### config.mk
export PLATFORM = sky130hd
export DESIGN_NAME = pixel_packer_flat
export DESIGN_NICKNAME = d
export VERILOG_FILES = /design/src/rtl/pixel_packer_pkg.sv /design/src/rtl/pixel_packer_if.sv /design/src/rtl/pixel_packer_bank.sv /design/src/rtl/pixel_packer.sv /design/src/flat_wrapper.sv
export SDC_FILE = /design/constraint.sdc
export NUM_CORES = 2
export LEC_CHECK = 0
export BUFFER_PORTS_ARGS = -buffer_cell sky130_fd_sc_hd__buf_4
export CAP_MARGIN = 20
export CORE_MARGIN = 5
export CORE_UTILIZATION = 46
export DETAILED_ROUTE_END_ITERATION = 16
export GPL_TIMING_DRIVEN = 0
export HOLD_SLACK_MARGIN = 0.02
export PLACE_DENSITY_LB_ADDON = 0.08
export SLEW_MARGIN = 10
export SYNTH_ARGS = -nofsm -noshare
export SYNTH_HDL_FRONTEND = slang
export SYNTH_SLANG_ARGS = --single-unit
### constraint.sdc
create_clock -name clk -period 8.9 [get_ports clk]
set_input_delay 0.89 -clock clk [delete_from_list [all_inputs] [get_ports clk]]
set_output_delay 0.89 -clock clk [all_outputs]
set_load 0.03 [all_outputs]
### src/rtl/pixel_packer_pkg.sv
// Shared definitions for the pixel packer: default geometry, output FSM states,
// and the fill-index helper.
`timescale 1ns/1ps
package pixel_packer_pkg;

   localparam int DEF_PIX_W = 8;
   localparam int DEF_PIX_N = 96;
   localparam int DEF_IDX_W = 7;
   localparam int DEF_CNT_W = 16;

   typedef enum logic {
      ST_IDLE  = 1'b0,
      ST_SERVE = 1'b1
   } state_e;

   // True when idx addresses the final slot of a bank of pix_n pixels.
   function automatic logic is_last_slot(input logic [DEF_IDX_W-1:0] idx, input int pix_n);
      return idx == DEF_IDX_W'(pix_n - 1);
   endfunction

endpackage

### src/rtl/pixel_packer_if.sv
// Bundles the pixel stream, the packed-word handshake and the stall statistic.
`timescale 1ns/1ps
interface pixel_packer_if #(
   parameter int PIX_W = pixel_packer_pkg::DEF_PIX_W,
   parameter int PIX_N = pixel_packer_pkg::DEF_PIX_N,
   parameter int CNT_W = pixel_packer_pkg::DEF_CNT_W
);
   logic                   s_valid;
   logic [PIX_W-1:0]       s_data;
   logic                   s_sof;
   logic                   s_ready;
   logic                   request;
   logic                   ready;
   logic [PIX_W*PIX_N-1:0] o_data;
   logic [CNT_W-1:0]       stall_cnt;

   modport master (
      output s_valid, s_data, s_sof, request,
      input  s_ready, ready, o_data, stall_cnt
   );

   modport slave (
      input  s_valid, s_data, s_sof, request,
      output s_ready, ready, o_data, stall_cnt
   );
endinterface

### src/rtl/pixel_packer_bank.sv
// pixel_bank: one PIX_N x PIX_W register bank with indexed write and a
// full-width parallel read.
`timescale 1ns/1ps
module pixel_bank #(
   parameter int PIX_W = pixel_packer_pkg::DEF_PIX_W,
   parameter int PIX_N = pixel_packer_pkg::DEF_PIX_N,
   parameter int IDX_W = pixel_packer_pkg::DEF_IDX_W
) (
   input  logic                   clk,
   input  logic                   we,
   input  logic [IDX_W-1:0]       widx,
   input  logic [PIX_W-1:0]       wdata,
   output logic [PIX_W*PIX_N-1:0] rd_data
);
   logic [PIX_W*PIX_N-1:0] data_q, data_d;

   // Contents need no reset: a bank is only read after every slot is rewritten.
   always_comb begin
      data_d = data_q;
      if (we && (widx < IDX_W'(PIX_N))) begin
         data_d[widx*PIX_W +: PIX_W] = wdata;
      end else begin
         data_d = data_q;
      end
   end

   always_ff @(posedge clk) begin
      data_q <= data_d;
   end

   assign rd_data = data_q;
endmodule

### src/rtl/pixel_packer.sv
// pixel_packer: packs a 1-pixel/cycle stream into a double-buffered wide word
// and serves it with a one-cycle ready pulse. Optional: PIXEL_PACKER_STATS_EN.
`timescale 1ns/1ps
module pixel_packer
   import pixel_packer_pkg::*;
#(
   parameter int PIX_W = DEF_PIX_W,
   parameter int PIX_N = DEF_PIX_N,
   parameter int IDX_W = DEF_IDX_W,
   parameter int CNT_W = DEF_CNT_W
) (
   input logic           clk,
   input logic           rst,
   pixel_packer_if.slave bus
);
   localparam int W = PIX_W * PIX_N;

   logic [1:0]       full_q, full_d;
   logic             wr_bank_q, wr_bank_d;
   logic             rd_bank_q, rd_bank_d;
   logic [IDX_W-1:0] idx_q, idx_d;
   state_e           state_q, state_d;
   logic             ready_q, ready_d;
   logic [W-1:0]     o_data_q, o_data_d;

   logic             s_ready_s;
   logic             accept_s;
   logic [IDX_W-1:0] widx_s;
   logic [W-1:0]     rd_data0_s, rd_data1_s;

   assign s_ready_s = ~full_q[wr_bank_q];
   assign accept_s  = bus.s_valid & s_ready_s;
   assign widx_s    = bus.s_sof ? '0 : idx_q;

   pixel_bank #(.PIX_W(PIX_W), .PIX_N(PIX_N), .IDX_W(IDX_W)) u_bank0 (
      .clk     (clk),
      .we      (accept_s & ~wr_bank_q),
      .widx    (widx_s),
      .wdata   (bus.s_data),
      .rd_data (rd_data0_s)
   );

   pixel_bank #(.PIX_W(PIX_W), .PIX_N(PIX_N), .IDX_W(IDX_W)) u_bank1 (
      .clk     (clk),
      .we      (accept_s & wr_bank_q),
      .widx    (widx_s),
      .wdata   (bus.s_data),
      .rd_data (rd_data1_s)
   );

   // Fill and serve never touch the same bank's flag in one cycle: filling needs
   // it clear, serving needs it set.
   always_comb begin
      full_d    = full_q;
      wr_bank_d = wr_bank_q;
      rd_bank_d = rd_bank_q;
      idx_d     = idx_q;
      state_d   = state_q;
      ready_d   = 1'b0;
      o_data_d  = o_data_q;

      if (accept_s) begin
         if (bus.s_sof) begin
            idx_d = IDX_W'(1);
         end else if (is_last_slot(idx_q, PIX_N)) begin
            idx_d             = '0;
            full_d[wr_bank_q] = 1'b1;
            wr_bank_d         = ~wr_bank_q;
         end else begin
            idx_d = idx_q + IDX_W'(1);
         end
      end else begin
         idx_d = idx_q;
      end

      case (state_q)
         ST_IDLE: begin
            if (bus.request && full_q[rd_bank_q]) begin
               o_data_d          = rd_bank_q ? rd_data1_s : rd_data0_s;
               ready_d           = 1'b1;
               full_d[rd_bank_q] = 1'b0;
               rd_bank_d         = ~rd_bank_q;
               state_d           = ST_SERVE;
            end else begin
               state_d = ST_IDLE;
            end
         end
         ST_SERVE: state_d = ST_IDLE;
         default:  state_d = ST_IDLE;
      endcase
   end

   always_ff @(posedge clk) begin
      if (rst) begin
         full_q    <= 2'b00;
         wr_bank_q <= 1'b0;
         rd_bank_q <= 1'b0;
         idx_q     <= '0;
         state_q   <= ST_IDLE;
         ready_q   <= 1'b0;
         o_data_q  <= '0;
      end else begin
         full_q    <= full_d;
         wr_bank_q <= wr_bank_d;
         rd_bank_q <= rd_bank_d;
         idx_q     <= idx_d;
         state_q   <= state_d;
         ready_q   <= ready_d;
         o_data_q  <= o_data_d;
      end
   end

   assign bus.s_ready = s_ready_s;
   assign bus.ready   = ready_q;
   assign bus.o_data  = o_data_q;

`ifdef PIXEL_PACKER_STATS_EN
   logic [CNT_W-1:0] stall_q, stall_d;

   // Saturating count of cycles where the source is held off.
   always_comb begin
      if (bus.s_valid && !s_ready_s && (stall_q != {CNT_W{1'b1}})) begin
         stall_d = stall_q + CNT_W'(1);
      end else begin
         stall_d = stall_q;
      end
   end

   always_ff @(posedge clk) begin
      if (rst) begin
         stall_q <= '0;
      end else begin
         stall_q <= stall_d;
      end
   end

   assign bus.stall_cnt = stall_q;
`else
   assign bus.stall_cnt = '0;
`endif

endmodule

### src/flat_wrapper.sv
// flat-port wrapper written by rule: the top's interface ports become plain ports
module pixel_packer_flat import pixel_packer_pkg::*;
#(
   parameter int PIX_W = DEF_PIX_W,
   parameter int PIX_N = DEF_PIX_N,
   parameter int IDX_W = DEF_IDX_W,
   parameter int CNT_W = DEF_CNT_W
)
  (clk, rst, bus_s_valid, bus_s_data, bus_s_sof, bus_request, bus_s_ready, bus_ready, bus_o_data, bus_stall_cnt);
  pixel_packer_if #(.PIX_W(PIX_W), .PIX_N(PIX_N), .CNT_W(CNT_W)) bus_i ();
  input logic clk;
  input logic rst;
  input wire logic [$bits(bus_i.s_valid)-1:0] bus_s_valid;
  input wire logic [$bits(bus_i.s_data)-1:0] bus_s_data;
  input wire logic [$bits(bus_i.s_sof)-1:0] bus_s_sof;
  input wire logic [$bits(bus_i.request)-1:0] bus_request;
  output wire logic [$bits(bus_i.s_ready)-1:0] bus_s_ready;
  output wire logic [$bits(bus_i.ready)-1:0] bus_ready;
  output wire logic [$bits(bus_i.o_data)-1:0] bus_o_data;
  output wire logic [$bits(bus_i.stall_cnt)-1:0] bus_stall_cnt;
  assign bus_i.s_valid = bus_s_valid;
  assign bus_i.s_data = bus_s_data;
  assign bus_i.s_sof = bus_s_sof;
  assign bus_i.request = bus_request;
  assign bus_s_ready = bus_i.s_ready;
  assign bus_ready = bus_i.ready;
  assign bus_o_data = bus_i.o_data;
  assign bus_stall_cnt = bus_i.stall_cnt;
  pixel_packer #(.PIX_W(PIX_W), .PIX_N(PIX_N), .IDX_W(IDX_W), .CNT_W(CNT_W)) u_core (.clk(clk), .rst(rst), .bus(bus_i));
endmodule
; Word level (Yosys, flattened, before mapping)
; Cells that the tools add are included.
[word_totals]
inputBits = 13
word_cells = 59
regBits = 2317
[classes]
order_cmp = 5
add_sub_neg = 2
shift = 2
mux = 21
n_reduce_logical = 8
n_eq_ne = 1
bitwise = 11
[op_table]
columns = op, count
row1 = bitwise mux 768 bit, 2
row2 = 2-to-1 mux 768 bit, 1
row3 = "variable shift 8 x 34 -> 768 bit, first input constant", 1
row4 = indexed part select 8 x 34 -> 768 bit, 1
row5 = negation 10 -> 34 bit, 1
row6 = 2-to-1 mux 7 bit, 3
row7 = 2-to-1 mux 2 bit, 5
row8 = "adder 7 x 1 -> 7 bit, second input constant", 1
row9 = "equality test 7 bit, second input constant", 1
row10 = "< comparator 7 bit, second input constant", 1
row11 = 2-to-1 mux 1 bit, 7
row12 = logical AND 1 bit, 5
row13 = NOT 1 bit, 5
row14 = "< comparator 1 x 2 -> 1 bit, second input constant", 2
row15 = AND 1 bit, 3
row16 = AND reduction 3 bit, 1
row17 = AND 2 bit, 1
row18 = demux 1 bit (select 1 bit), 2
row19 = ">= comparator 1 bit, second input constant", 2
row20 = NOT 2 bit, 1
row21 = OR 2 bit, 1
row22 = case mux 1 bit (2 select lines), 1
row23 = AND reduction 2 bit, 1
row24 = OR reduction 2 bit, 1

; Logic depth before layout (Yosys ltp)
[depth]
depth_word = 11
ltp_mapped = 15

; Modules after synthesis
; From an unflattened synthesis, not the netlist that was laid out.
[unflattened]
cells_unflattened = 7540
area_unflattened_um2 = 93882.5
[modules_own_cells]
columns = mod, cells_each, area_per_inst_um2, seq_area_each_um2, instances
row1 = pixel_packer, 3495, 35102.4, 15615.0, 1
row2 = pixel_bank (u_core.u_bank0), 2033, 30173.9, 23062.1, 1
row3 = pixel_bank (u_core.u_bank1), 2012, 28606.2, 23062.1, 1

; Least setup slack after synthesis
; OpenSTA, ideal clock, no wires.
[synth_timing]
kind = in2reg
from = input bus_s_sof
to = register u_core.u_bank0.data_q[16] (netlist: u_core.u_bank0.rd_data[16]), enable pin
cell_stages = 15
arrival_ps = 4133
setup_time_ps = 383
required_time_ps = 8517
slack_ps = 4384
cell_sequence = buf_2 clkinv_1 nand2_1 ha_1 clkbuf_1 inv_1 a211oi_1 ha_1 nor2b_1 buf_2 a21boi_0 nand2_1 clkbuf_1 clkbuf_1 nor3_1
[synth_via]
elab_chain_cells = 3
[synth_lines]
columns = item, line
row1 = from (decl), flat_wrapper.sv:15  ; input wire logic [$bits(bus_i.s_sof)-1:0] bus_s_sof;
row2 = 2-to-1 mux 7 bit, pixel_packer.sv:33  ; assign widx_s = bus.s_sof ? '0 : idx_q;
row3 = < comparator 7 bit, pixel_packer_bank.sv:20  ; if (we && (widx < IDX_W'(PIX_N))) begin
row4 = logical AND 1 bit, pixel_packer_bank.sv:20
row5 = to (signal assigned), pixel_packer_bank.sv:28  ; data_q <= data_d;
row6 = to (decl), pixel_packer_bank.sv:15  ; logic [PIX_W*PIX_N-1:0] data_q, data_d;
; No other way between the ends.
; A chain may end at the register's enable or synchronous reset.

; Worst setup path in the final report
[layout_timing]
from = register u_core.idx_q[0]
to = register u_core.u_bank1.data_q[191] (netlist: u_core.u_bank1.rd_data[191]), enable pin
[layout_via]
elab_chain_cells = 3
[layout_lines]
columns = item, line
row1 = from (decl), pixel_packer.sv:21  ; logic [IDX_W-1:0] idx_q, idx_d;
row2 = from (signal assigned), pixel_packer.sv:106  ; idx_q <= idx_d;
row3 = 2-to-1 mux 7 bit, pixel_packer.sv:33
row4 = < comparator 7 bit, pixel_packer_bank.sv:20
row5 = logical AND 1 bit, pixel_packer_bank.sv:20
row6 = to (signal assigned), pixel_packer_bank.sv:28
row7 = to (decl), pixel_packer_bank.sv:15
; No other way between the ends.

==> run summary <==
The initialized floorplan defines 158 standard-cell rows. The most used flip-flop cell after synthesis is edfxtp_1. Biggest area consumer among synthesized cells: edfxtp_1. Counting the fill cells in the layout gives 15.6k.

In the routed layout, each cell is associated on average with a via count of 5.81. The share of layout cells above drive strength 1 was 0.190. Number of clock sinks: 2,316.

The net switching component of the power is 4480 uW, and the maximum fanout count along the critical path is 10. The count of buffer and inverter cells on the critical path is 5. Between clock sinks in the finished design, the worst skew comes to 0.0394 ns. The run gives 0.139 as the headroom to the max-slew limit. In this run, synthesis produced a sequential element count of 2,316.

In the routed design, unresolved DRC markers number 0. The data required time of the worst path was 9.39 ns; the leakage power summed over all cells was 0.0323 uW. Critical path class: register to register. The run gives 328,000 um as the detailed-route wire length. The cell area power density is 207 nW/um^2, and the transition time at the pin with the least slew margin is 1.29 ns. The first detailed-routing pass took 8 iterations. The commonest cells after synthesis are nor2_1 (1,543), edfxtp_1 (1,536), dfxtp_1 (780).

Across the run, the number of max-cap violations was 0. The depth of the most critical reg-to-reg path was 13; the largest vdd supply drop was 0.180 mV. The flow ran to the end, and the final reports show no timing, DRC or antenna violations. Cell with the biggest individual delay on the critical path: nand4_1. Summed over all layers, the global routing overflow is 0. The count of buffers added on input and output ports is 781.

From synthesis to final layout, the design area changed by 21.2%. For the initial DRC count, the log shows 7,106. In this run the vertical extent of the chip is 441 um.

The logs give 56.8k for the number of global-route vias before repair and 10.2k for the number of standard cells in the layout, taps in and fillers out. Insertion delay of the later-clocked pin in the worst-skew pair: 0.89 ns. The sequential fraction of design power is 0.528, and the maximum operating frequency is 164 MHz. The share of the synthesized area in the top cell type came out at 0.539. The worst hold path belongs to the class input pin to register. The dominant delay contributor by cell family on the critical path was simple AND/OR/NAND/NOR gates. Counting flops with a built-in enable in the synthesized netlist gives 1,536. The run gives 0.457 as the part of the total power dissipated in the clock network. Counting every instance in the synthesized netlist gives 6,364.

Dividing the detail-routed wire length by the instance count gives 32.1 um. The total global-route track usage came out at 0.327. After the last flow step, the layout net total stands at 7,557. Yosys mapped the design onto 57 distinct sky130hd cell types.

The congestion estimate from routability-driven global placement came to 0.956. For the initial antenna violation count, the log shows 19. The average cell area after synthesis is 13.4 sq um. The H-tree generated during clock tree synthesis spans 4 levels. For the number of endpoints failing setup at the final stage, the log shows 0. The routed design could run at a clock period as short as 6.09 ns. The clock-pin slew on the worst setup and hold paths was 0.07 ns. In the post-synthesis netlist, the biggest area contributors are edfxtp_1 (54%), dfxtp_1 (18%), mux2i_1 (9.0%), nor2_1 (6.8%), a211oi_1 (6.8%).

For the maximum buffer depth of the clock tree, the log shows 3. The number of gates resized after CTS was 0. Entering global routing, the biggest net connects 17 pins. The final HPWL from detailed placement came out at 238,000 um.

The setup TNS after final layout was 0 ns; the die extent in x was 441 um. The number of hold buffers added after CTS was 0. The final count of hold timing violations was 0; the combinational share of power was 0.015. The sequential cell area fraction in the yosys report is 0.722. The core region is 185,000 sq um. The most common cell in the synthesized netlist is nor2_1. The number of stages on the worst hold path is 3. The switching part of the total power is 0.209. The element type at the critical path end is a register. The internal power component is 17,000 uW, and the part of the cycle the worst path needs is 0.684.

Summing over every cut layer, the via total after detailed routing is 59.5k. In this run the remaining antenna-violating nets after routing total 0. The number of max-slew violations in the final report is 0.

The buffer cell driving the clock tree root was clkbuf_16. TritonCTS built the clock tree. Walking the worst path, the cells encountered are clkbuf_1 > nand2b_1 > ha_1 > clkbuf_1 > inv_1 > a211oi_1 > ha_1 > nor2b_1 > buf_2 > a21boi_0 > nand4_1 > buf_2 > nor2_1.

Counting tap cells, the placed design contains a total of 9,727 instances. 799 I/O pins were placed. The largest single stage delay on the critical path is 1.10 ns. In this run the number of cells on the critical path is 13. Across all hold checks on the routed design, the worst slack comes to 0.327 ns. The die covers 195,000 sq um.

Clock tree synthesis inserted a total of 231 buffers. The logs give 0 for the count of warnings emitted by yosys and 2.36 ns for the post-placement setup slack. The minimum setup slack in the final design was 2.81 ns; the count of buffers added by post-CTS timing repair for setup was 0.

Data on the critical path arrives at its endpoint at 6.58 ns. The synthesized netlist occupies a cell area of 85,600 sq um. Setup repair after global routing left no endpoint under its margin. The wire length of the first global-routing pass is 439,000 um. The share of synthesized registers carrying an async set or reset works out to 0. The worst setup path is launched from a register. The tools report the effective utilization at floorplan as 0.462.
worst register-to-register path, stage by stage, from the launching register on:
cell and delay, ns:
dfxtp_1 0.38, clkbuf_1 0.42, nand2b_1 0.23, ha_1 0.33, clkbuf_1 0.25, inv_1 0.19, a211oi_1 0.08, ha_1 0.44
nor2b_1 0.15, buf_2 0.21, a21boi_0 0.55, nand4_1 1.10, buf_2 0.68, nor2_1 0.68
cells in the final DEF (no fill, tap or decap), types with 5 or more instances in the layout:
| cell type | Yosys | final |
|---|---|---|
| buf_8 | 0 | 24 |
| nor3_1 | 196 | 165 |
| nand4_1 | 41 | 41 |
| buf_1 | 10 | 10 |
| clkinv_2 | 0 | 33 |
| nand3_1 | 30 | 26 |
| nor3_2 | 0 | 31 |
| clkbuf_2 | 0 | 100 |
| nor3b_1 | 7 | 7 |
| inv_1 | 7 | 7 |
| clkinv_1 | 1 | 29 |
| mux2i_1 | 769 | 769 |
| clkbuf_1 | 504 | 487 |
| o21ai_0 | 5 | 5 |
| buf_6 | 0 | 20 |
| clkbuf_8 | 0 | 43 |
| clkbuf_16 | 0 | 233 |
| inv_6 | 0 | 5 |
| o211ai_1 | 7 | 7 |
| diode_2 | 0 | 10 |
| bufinv_16 | 0 | 14 |
| buf_2 | 42 | 112 |
| buf_4 | 16 | 817 |
| clkinv_8 | 0 | 6 |
| dfxtp_1 | 780 | 780 |
| a211oi_1 | 771 | 771 |
| conb_1 | 1 | 16 |
| nor2_1 | 1543 | 1543 |
| nand2_1 | 19 | 19 |
| edfxtp_1 | 1536 | 1536 |
| a21oi_1 | 13 | 13 |
flip-flops by register name, summed over array words and instances (netlist names):
| register | count |
|---|---|
| u_core.idx_q | 7 |
| u_core.u_bank1.rd_data | 768 |
| u_core.full_q | 2 |
| u_core.wr_bank_q | 1 |
| u_core.u_bank0.rd_data | 768 |
| u_core.bus.ready | 1 |
| u_core.bus.o_data | 768 |
| u_core.rd_bank_q | 1 |
final cells by class:
type,count,area (sq um),area share
plain buffers,572,2370,0.0228
well taps,2480,3100,0.0299
inverters,8,30.0,0.000290
multi-input cells,3483,21800,0.210
flip-flops and latches,2316,61700,0.595
diodes,10,25.0,0.000241
clock buffers,348,6700,0.0646
clock inverters,94,938,0.00905
repair buffers,929,7040,0.0679
layer usage:
metal	wire, um	GRT usage	vias to the layer above
met4	25300	0.211	2
met3	29300	0.0704	714
met2	149000	0.508	3047
li1	-	-	25700
met1	124000	0.417	30000
met5	13	0	-
power groups by stage:
stage / combinational, uW / sequential (uW) / clock (uW)
floorplan: 147 / 11600 / 0
global placement: 300 / 11600 / 0
detailed placement: 311 / 11600 / 0
CTS: 311 / 11300 / 9840
global route: 328 / 11300 / 10300
finish: 326 / 11300 / 9800
path summary, 6_finish.rpt:
check,from,end,slack (ns)
worst max register to register,u_core.idx_q[0]$_SDFFE_PP0P_,u_core.u_bank1.rd_data[191]$_DFFE_PP_,2.81
worst min register to register,u_core.bus.o_data[202]$_SDFFE_PP0P_,u_core.bus.o_data[202]$_SDFFE_PP0P_,0.50
worst min-delay path,bus_request,u_core.bus.ready$_SDFF_PP0_,0.33
worst max-delay path,u_core.idx_q[0]$_SDFFE_PP0P_,u_core.u_bank1.rd_data[191]$_DFFE_PP_,2.81
logic make-up after synthesis:
group | Yosys count | synth area share
xor gates and xnor gates | 7 | 0.000717
DFF | 2316 | 0.722
other | 1 | 0.0000438
buffers and inverters | 580 | 0.0268
adders and majority gates | 3 | 0.000439
AOI/OAI and AO/OA | 818 | 0.0716
muxes | 770 | 0.0901
and+or+nand+nor | 1869 | 0.0887
metrics by stage:
step / cell area, sq um / power (uW) / util
after floorplan: 85600 / 11700 / -
after CTS: 103000 / 21500 / 0.557
after detailed placement: 95600 / 11900 / 0.516
after global routing: 104000 / 21900 / 0.560
after global placement: 94600 / 11900 / 0.511
final: 104000 / 21500 / 0.560
Note: power is estimated with default switching activity, not from simulation.
